<file path="src/rtl/aib_train_pkg.sv">
// Shared types and sizing helpers for the AIB receive-tap link trainer.
package aib_train_pkg;

    // Width of the optional per-channel error counters
    localparam int unsigned ErrCntW = 16;

    typedef enum logic [2:0] {
        ST_IDLE,
        ST_SETTLE,
        ST_CLEAR,
        ST_DWELL,
        ST_EVAL,
        ST_CENTER,
        ST_DONE
    } train_state_e;

    // Bits needed by a counter that runs 0 .. max_count-1
    function automatic int unsigned cnt_width(input int unsigned max_count);
        return (max_count < 2) ? 1 : $clog2(max_count);
    endfunction

endpackage

</file>
<file path="src/rtl/aib_eye_window_tracker.sv">
// Per-channel eye tracker: follows the current run of passing taps and keeps
// the longest one seen; ties keep the earlier (lower-start) window.
module aib_eye_window_tracker
    import aib_train_pkg::*;
#(
    parameter int unsigned TapW = 8
) (
    input  logic            i_clk,
    input  logic            i_rst,
    input  logic            i_clr,
    input  logic            i_upd,
    input  logic            i_pass,
    input  logic [TapW-1:0] i_tap,
    output logic [TapW-1:0] o_best_start,
    output logic [TapW:0]   o_best_len,
    output logic            o_pass
);

    logic [TapW-1:0] run_start;
    logic [TapW:0]   run_len;
    logic [TapW-1:0] run_start_nxt;
    logic [TapW:0]   run_len_nxt;

    // Run that results if the current tap passes
    always_comb begin
        run_len_nxt   = run_len + (TapW+1)'(1);
        run_start_nxt = (run_len == '0) ? i_tap : run_start;
    end

    // Run/best bookkeeping; comparing on every pass closes a run open at the last tap
    always_ff @(posedge i_clk) begin
        if (i_rst || i_clr) begin
            run_start    <= '0;
            run_len      <= '0;
            o_best_start <= '0;
            o_best_len   <= '0;
            o_pass       <= 1'b0;
        end else if (i_upd) begin
            if (i_pass) begin
                run_start <= run_start_nxt;
                run_len   <= run_len_nxt;
                o_pass    <= 1'b1;
                if (run_len_nxt > o_best_len) begin
                    o_best_start <= run_start_nxt;
                    o_best_len   <= run_len_nxt;
                end
            end else begin
                run_len <= '0;
            end
        end
    end

endmodule

</file>
<file path="src/rtl/aib_link_trainer.sv">
// AIB receive delay-tap trainer: sweeps taps 0..TapMax on all channels,
// observes the pattern checker at each tap and centres each channel in its
// widest passing window. Define AIB_TRAIN_ERRCNT_EN to add o_err_cnt.
module aib_link_trainer
    import aib_train_pkg::*;
#(
    parameter int unsigned NumChn       = 2,
    parameter int unsigned TapW         = 8,
    parameter int unsigned TapMax       = 255,
    parameter int unsigned SettleCycles = 16,
    parameter int unsigned DwellCycles  = 1024
) (
    input  logic                           i_clk,
    input  logic                           i_rst,
    input  logic                           i_start,
    input  logic [NumChn-1:0]              i_err,
    input  logic [TapW-1:0]                c_default_tap,
    output logic [NumChn-1:0][TapW-1:0]    o_tap,
    output logic                           o_chk_clr,
    output logic                           o_busy,
    output logic                           o_done,
    output logic [NumChn-1:0]              o_chn_pass,
    output logic [NumChn-1:0][TapW:0]      o_win_len
`ifdef AIB_TRAIN_ERRCNT_EN
    ,
    output logic [NumChn-1:0][ErrCntW-1:0] o_err_cnt
`endif
);

    localparam int unsigned CntMax = (SettleCycles > DwellCycles) ? SettleCycles : DwellCycles;
    localparam int unsigned CntW   = cnt_width(CntMax);

    train_state_e state, state_nxt;
    logic [CntW-1:0]   cnt;
    logic [TapW-1:0]   sweep_tap;
    logic [NumChn-1:0] chn_fail;
    logic              start_acc;
    logic              last_tap;

    logic [NumChn-1:0][TapW-1:0] best_start;
    logic [NumChn-1:0][TapW:0]   best_len;
    logic [NumChn-1:0]           trk_pass;
    logic [NumChn-1:0][TapW-1:0] center_tap;

    // Next-state decode
    always_comb begin
        state_nxt = state;
        start_acc = 1'b0;
        last_tap  = (sweep_tap == TapW'(TapMax));
        case (state)
            ST_IDLE, ST_DONE: begin
                if (i_start) begin
                    start_acc = 1'b1;
                    state_nxt = ST_SETTLE;
                end
            end
            ST_SETTLE: if (cnt == CntW'(SettleCycles - 1)) state_nxt = ST_CLEAR;
            ST_CLEAR:  state_nxt = ST_DWELL;
            ST_DWELL:  if (cnt == CntW'(DwellCycles - 1)) state_nxt = ST_EVAL;
            ST_EVAL:   state_nxt = last_tap ? ST_CENTER : ST_SETTLE;
            ST_CENTER: state_nxt = ST_DONE;
            default:   state_nxt = ST_IDLE;
        endcase
    end

    // State register
    always_ff @(posedge i_clk) begin
        if (i_rst) state <= ST_IDLE;
        else       state <= state_nxt;
    end

    // Settle/dwell cycle counter, restarted on every state change
    always_ff @(posedge i_clk) begin
        if (i_rst || (state_nxt != state))                  cnt <= '0;
        else if ((state == ST_SETTLE) || (state == ST_DWELL)) cnt <= cnt + CntW'(1);
    end

    // Sticky per-channel fail flag for the tap under observation
    always_ff @(posedge i_clk) begin
        if (i_rst || (state == ST_CLEAR)) chn_fail <= '0;
        else if (state == ST_DWELL)        chn_fail <= chn_fail | i_err;
    end

    // One eye tracker per channel plus its centre tap
    for (genvar c = 0; c < NumChn; c++) begin : g_chn
        aib_eye_window_tracker #(.TapW(TapW)) u_trk (
            .i_clk        (i_clk),
            .i_rst        (i_rst),
            .i_clr        (start_acc),
            .i_upd        (state == ST_EVAL),
            .i_pass       (~chn_fail[c]),
            .i_tap        (sweep_tap),
            .o_best_start (best_start[c]),
            .o_best_len   (best_len[c]),
            .o_pass       (trk_pass[c])
        );
        assign center_tap[c] = best_start[c] + TapW'(best_len[c] >> 1);
    end

    // Registered outputs and sweep tap
    always_ff @(posedge i_clk) begin
        if (i_rst) begin
            sweep_tap  <= '0;
            o_tap      <= {NumChn{c_default_tap}};
            o_chk_clr  <= 1'b0;
            o_busy     <= 1'b0;
            o_done     <= 1'b0;
            o_chn_pass <= '0;
            o_win_len  <= '0;
        end else begin
            o_chk_clr <= (state_nxt == ST_CLEAR);
            if (start_acc) begin
                sweep_tap  <= '0;
                o_tap      <= '0;
                o_busy     <= 1'b1;
                o_done     <= 1'b0;
                o_chn_pass <= '0;
                o_win_len  <= '0;
            end else if ((state == ST_EVAL) && !last_tap) begin
                sweep_tap <= sweep_tap + TapW'(1);
                o_tap     <= {NumChn{sweep_tap + TapW'(1)}};
            end else if (state == ST_CENTER) begin
                o_busy     <= 1'b0;
                o_done     <= 1'b1;
                o_chn_pass <= trk_pass;
                o_win_len  <= best_len;
                for (int c = 0; c < NumChn; c++) begin
                    o_tap[c] <= trk_pass[c] ? center_tap[c] : c_default_tap;
                end
            end
        end
    end

`ifdef AIB_TRAIN_ERRCNT_EN
    // Saturating count of erroring dwell cycles across the whole sweep
    always_ff @(posedge i_clk) begin
        for (int c = 0; c < NumChn; c++) begin
            if (i_rst || start_acc) begin
                o_err_cnt[c] <= '0;
            end else if ((state == ST_DWELL) && i_err[c] && (o_err_cnt[c] != {ErrCntW{1'b1}})) begin
                o_err_cnt[c] <= o_err_cnt[c] + ErrCntW'(1);
            end
        end
    end
`endif

endmodule

</file>
<file path="config.mk">
export PLATFORM = sky130hd
export DESIGN_NAME = aib_link_trainer
export DESIGN_NICKNAME = d
export VERILOG_FILES = /design/src/rtl/aib_train_pkg.sv /design/src/rtl/aib_eye_window_tracker.sv /design/src/rtl/aib_link_trainer.sv
export SDC_FILE = /design/constraint.sdc
export NUM_CORES = 1
export LEC_CHECK = 0
export ABC_AREA = 1
export BUFFER_PORTS_ARGS = -buffer_cell sky130_fd_sc_hd__buf_4
export CORE_MARGIN = 1
export CORE_UTILIZATION = 55
export DETAILED_ROUTE_END_ITERATION = 8
export PLACE_DENSITY = 0.78
export SETUP_SLACK_MARGIN = 0.4
export SLEW_MARGIN = 30
export SYNTH_ARGS = -nofsm -noshare
export SYNTH_HDL_FRONTEND = slang
export SYNTH_SLANG_ARGS = --single-unit
</file>
<file path="constraint.sdc">
create_clock -name i_clk -period 4.32 [get_ports i_clk]
set_input_delay 0.216 -clock i_clk [delete_from_list [all_inputs] [get_ports i_clk]]
set_output_delay 0.216 -clock i_clk [all_outputs]
set_load 0.01 [all_outputs]
</file>
After elaboration in Yosys (flattened, before gate mapping)
Cells that the tools add are included.
{ "op_classes": {"shift": 0, "order_cmp": 2, "n_reduce_logical": 19, "mul": 0, "bitwise_logic": 4, "n_mux": 20, "addsub": 6, "n_eq_ne": 12, "n_div": 0} }
{ "op_table": {"columns": ["operator", "count"], "rows": [
  ["16-bit 2-to-1 mux", 4],
  ["8-bit 2-to-1 mux", 4],
  ["9-bit by 1-bit adder with 9-bit output, second input constant", 2],
  ["9-bit > comparator", 2],
  ["9-bit logical NOT", 2],
  ["9-bit 2-to-1 mux", 2],
  ["3-bit one-hot mux with 6 select lines", 1],
  ["8-bit adder", 2],
  ["3-bit 2-to-1 mux", 4],
  ["10-bit by 1-bit adder with 10-bit output, second input constant", 1],
  ["10-bit == test, second input constant", 1],
  ["10-bit by 4-bit == test with 1-bit output, second input constant", 1],
  ["3-bit by 2-bit == test with 1-bit output, second input constant", 3],
  ["3-bit == test, second input constant", 3],
  ["8-bit by 1-bit adder with 8-bit output, second input constant", 1],
  ["8-bit == test, second input constant", 1],
  ["2-bit AND reduction", 4],
  ["3-bit AND reduction", 2],
  ["1-bit 2-to-1 mux", 5],
  ["1-bit logical OR", 4],
  ["4-bit nonzero test", 1],
  ["2-bit OR reduction", 2],
  ["3-bit by 1-bit == test with 1-bit output, second input constant", 1],
  ["3-bit logical NOT", 1],
  ["7 further kinds", 9]
]} }
{ "word_totals": {"latchBits": 0, "rom_bits": 0, "regBits": 132, "input_bits": 13, "mem_bits_rw": 0, "memories": 0} }

Logic depth before layout (Yosys ltp)
{ "depth": {"ltp_word": 6, "ltp_mapped": 18} }

By module
From an unflattened synthesis, not the netlist that was laid out.
{ "unflattened": {"hier_cells": 1091, "hier_area_um2": 7719.9} }
{ "modules_own_cells": {"columns": ["module", "cells_each", "area_per_inst_um2", "seq_area_each_um2", "n_inst"], "rows": [
  ["aib_link_trainer", 477, 3497.1, 1401.3, 1],
  ["aib_eye_window_tracker (g_chn[0].u_trk)", 307, 2145.8, 700.7, 1],
  ["aib_eye_window_tracker (g_chn[1].u_trk)", 307, 2077.0, 700.7, 1]
]} }

Least setup slack after synthesis
OpenSTA, ideal clock, no wires.
{ "synth_path": {"path_kind": "flip-flop to flip-flop", "start": "register g_chn[1].u_trk.run_len[0]", "end": "register g_chn[1].u_trk.o_best_len[8]", "arrival_time_ps": 2261, "slack_ps": 1948, "path_stages_with_launch": 17, "synth_period_minus_slack_ps": 2372, "required_time_ps": 4208, "path_cell_list": "dfxtp_1 > ha_1 > nand3_1 > nor2_1 > inv_1 > o21ai_0 > nand2_1 > inv_1 > ha_1 > a21oi_1 > o21a_1 > nand3_1 > nand2_2 > clkinv_2 > buf_6 > nor2_1 > nor2_1"} }
{ "synth_between": {"elab_chain_len": 3} }
{ "synth_lines": {"columns": ["item", "line_no", "text"], "rows": [
  ["start: declaration", "aib_eye_window_tracker.sv:20", "logic [TapW:0] run_len;"],
  ["start signal: assignment", "aib_eye_window_tracker.sv:41", "run_len <= run_len_nxt;"],
  ["9-bit by 1-bit adder with 9-bit output", "aib_eye_window_tracker.sv:26", "run_len_nxt = run_len + (TapW+1)'(1);"],
  ["via g_chn[1].u_trk.run_len_nxt[6]", "aib_eye_window_tracker.sv:22", "logic [TapW:0] run_len_nxt;"],
  ["9-bit > comparator", "aib_eye_window_tracker.sv:43", "if (run_len_nxt > o_best_len) begin"],
  ["3-bit AND reduction (no line)", null, null],
  ["end signal: assignment", "aib_eye_window_tracker.sv:45", "o_best_len <= run_len_nxt;"],
  ["end: declaration", "aib_eye_window_tracker.sv:15", "output logic [TapW:0] o_best_len,"]
]} }
The timed path passes the listed nets, and every way through them passes these cells.
A chain may end at the register's enable or synchronous reset.

Worst setup path in the final report
{ "layout_path": {"start": "register g_chn[1].u_trk.run_len[0]", "end": "register g_chn[1].u_trk.o_best_start[4]"} }
{ "layout_between": {"elab_chain_len": 3} }
{ "layout_lines": {"columns": ["item", "line_no", "text"], "rows": [
  ["9-bit by 1-bit adder with 9-bit output", "aib_eye_window_tracker.sv:26", null],
  ["via g_chn[1].u_trk.run_len_nxt[4]", "aib_eye_window_tracker.sv:22", null],
  ["9-bit > comparator", "aib_eye_window_tracker.sv:43", null],
  ["3-bit AND reduction (no line)", null, null],
  ["end signal: assignment", "aib_eye_window_tracker.sv:44", "o_best_start <= run_start_nxt;"],
  ["end: declaration", "aib_eye_window_tracker.sv:14", "output logic [TapW-1:0] o_best_start,"]
]} }
The timed path passes the listed nets, and every way through them passes these cells.

==> results.txt <==
run status = completed
post-synthesis xor/xnor area fraction = 1.78%
Hold Path Class = in -> reg
largest cells by area after synthesis = dfxtp_1 32%, nand2_1 15%, inv_1 6.7%
Avg Inst Size Synth = 6.97 um2
CTS buffer count = 17
hold_ws = 47.1 ps
GRT overflow = 0
Fillers = 1133
worst hold path stage count = 3
Max stage delay on crit path = 440 ps
Synth Warn # = 0
hold path start = i_err[0]
Synth Area in Compound Gates = 10.7%
H-tree depth = 4
largest net degree at the start of global routing = 31
Internal = 0.00233 W
drt pass-1 iters = 7
Starting Density = 57.5%
Synth cell types = 43
P per Cell Area = 348 nW/um2
Critical Path RT = 4640 ps
Critical Path Start Type = register
Synth Area in Simple Gates = 32.6%
CTS tree = built
post-cts resize count = 0
crit-path cells = ha_1 > nand3_1 > nor2_1 > inv_1 > nand2_1 > inv_1 > ha_1 > a21oi_1 > o21ai_0 > nand2_1 > nand3_1 > nand2_2 > clkinv_2 > nor2_1 > nor2_1
All-Layer GR Usage = 25.6%
R2R Setup Slk = 1330 ps
Routed WL per cell = 13.4 um
Antenna diodes = 0
sequential share of power = 43.3%
postcts setup bufs = 0
clk_lat worst skew = 430 ps
number of global-route vias before repair = 5932
Crit Path Class = reg -> reg
Worst Hold End = chn_fail[0]
DRC Markers = 0
die area = 13900 um2
portion of netlist area occupied by mux cells = 0%
initial antenna violation count = 0
commonest non-fill, non-tap cell in the layout = nand2_1
routability congestion estimate = 0.881
Detailed Route Iter0 Violations = 704
net switching power = 0.000608 W
vias per inst = 5.29
crit path time final = 2990 ps
worst reg2reg path endpoint = g_chn[1].u_trk.o_best_start[4]
die width = 118 um
CP dominant cell by count = nor2_1
CTS max path bufs = 2
final instance area = 8430 um2
RSZ-0062 raised after global routing = no
WL final = 17.2 mm
Clock Pin Slew Worst Setup and Hold Paths = 60 ps
Final ANT Viol Nets = 0
Leak = 3.75 nW
cts hold-fix bufs = 0
DP Area = 7810 um2
clock root cell = clkbuf_16
synthesized cell area = 7370 um2
die height = 118 um
fin crit share = 69.3%
via count = 6790
I/O Buffers = 51
Slew headroom = 49.4%
core box area = 12800 um2
clock network power share = 52.1%
Data arrival, critical path = 3310 ps
r2r worst-path depth = 15
worst r2r src = g_chn[1].u_trk.run_len[0]
Worst Skew = 7.00 ps
Cells after Synth = 1058
Max Cap Viol = 0
# nets final = 1152
largest family of logic cells by synthesized area = simple AND/OR/NAND/NOR gates
syn nets = 1111
final hold violations = 0
crit path max fanout = 18
fin util = 65.8%
Critical-path top delay cell = nand3_1
sequential area share after synthesis = 38.0%
pins over their slew limit = 0
worst slew pin tran = 757 ps
Combinational Power Share = 4.5%
first-pass GRT wire length = 28.7 mm
worst vdd ir = 0.346 mV
synthesized flop and latch total = 132
row count = 41
fmax = 0.334 GHz
# IOs = 52
adder-cell share of the synthesized area = 6.99%
Area growth, synth to finish = 14.4%
# setup viols final = 0
area leader, netlist = dfxtp_1
Yosys top cell area share = 31.5%
most frequent cells in the layout = 289 x nand2_1, 132 x inv_1, 121 x nor2_1
share of layout cells above drive strength 1 = 9.98%
sum of negative setup slack = 0 ps
crit end category = register
Sink Count = 132
Net Sw Frac = 20.7%
dpl hpwl = 12.3 mm
per-stage QoR:
step / setup slack [ps] / total power [W] / cells
floorplan: 1950 / 0.00138 / 1058
global placement: 1450 / 0.00143 / 1252
detailed placement: 1340 / 0.00143 / 1252
CTS: 1310 / 0.00294 / 1284
global route: 980 / 0.00301 / 1284
finish: 1330 / 0.00293 / 1284
how the worst max path moves through the flow:
stage | slack, ps | endpoint | startpoint
2_1_floorplan | 1950 | g_chn[1].u_trk.o_best_len[8] | g_chn[1].u_trk.run_len[0]
3_3_place_gp | 1450 | g_chn[1].u_trk.o_best_len[1] | g_chn[1].u_trk.run_len[0]
3_5_place_dp | 1340 | g_chn[1].u_trk.o_best_start[2] | g_chn[1].u_trk.run_len[0]
4_1_cts | 1310 | g_chn[1].u_trk.o_best_start[4] | g_chn[1].u_trk.run_len[0]
5_1_grt | 980 | g_chn[1].u_trk.o_best_start[2] | g_chn[1].u_trk.run_len[0]
6_report | 1330 | g_chn[1].u_trk.o_best_start[4] | g_chn[1].u_trk.run_len[0]
state kept, by name (all words and copies together), names as in the netlist:
name / count
cnt: 10
o_chk_clr: 1
o_busy: 1
o_tap: 16
state: 3
o_chn_pass: 2
o_win_len: 18
chn_fail: 2
g_chn.u_trk.run_start: 16
g_chn.u_trk.o_best_start: 16
g_chn.u_trk.run_len: 18
g_chn.u_trk.o_best_len: 18
o_done: 1
g_chn.u_trk.o_pass: 2
sweep_tap: 8
synth_stat cells, drive strengths merged:
master  instances
ha             38
o21ai          30
fa              2
a22oi           2
edfxtp         16
a21oi          72
xnor2           5
nand4          25
nand2b          1
dfxtp         116
xor2           10
o22ai           3
nor3           14
nand2         293
nand3b          6
nand3          85
inv           140
o31ai           1
clkbuf          6
clkinv          4
or2             3
o21a           10
a21o            3
o211ai         18
nor2          129
buf            26
worst max-delay path: cells and delay by family, from the launching register on:
kind	cells	cell delay [ps]
AOI/OAI and AO/OA	2	300
adders and majority gates	2	510
buffers and inverters	3	350
DFF	1	420
and+or+nand+nor	8	1290
cell type report:
cell class	count	area [um2]	share of cell area, %
repair buffers	54	405	4.81
multi-input cells	750	3840	45.5
flip-flops and latches	132	2800	33.2
well taps	172	215	2.55
clock buffers	20	437	5.18
inverters	144	548	6.50
clock inverters	12	185	2.20
logic make-up (layout without fill, tap and decap cells):
| kind of cell | Yosys count | after routing |
|---|---|---|
| flops | 132 | 132 |
| fa+ha+maj | 40 | 40 |
| xor+xnor | 15 | 15 |
| compound gates | 139 | 139 |
| buf+inv | 176 | 230 |
| simple gates | 556 | 556 |
metal layers:
metal  up-vias  track usage (%)  part of all wire, %
li1       3506                -                    -
met5         -                0                    0
met2       164             38.7                   44
met4         0             10.7                  2.0
met3        28             4.75                  4.5
met1      3092             35.8                   50
power groups by stage:
stage	Clock, W	Sequential [W]	Combinational, W
6_report	0.00153	0.00127	0.000133
5_1_grt	0.00159	0.00127	0.000146
4_1_cts	0.00154	0.00127	0.000133
3_5_place_dp	0	0.00130	0.000132
3_3_place_gp	0	0.00130	0.000130
2_1_floorplan	0	0.00130	0.0000749
No activity file was read; power rests on OpenSTA's default activity.
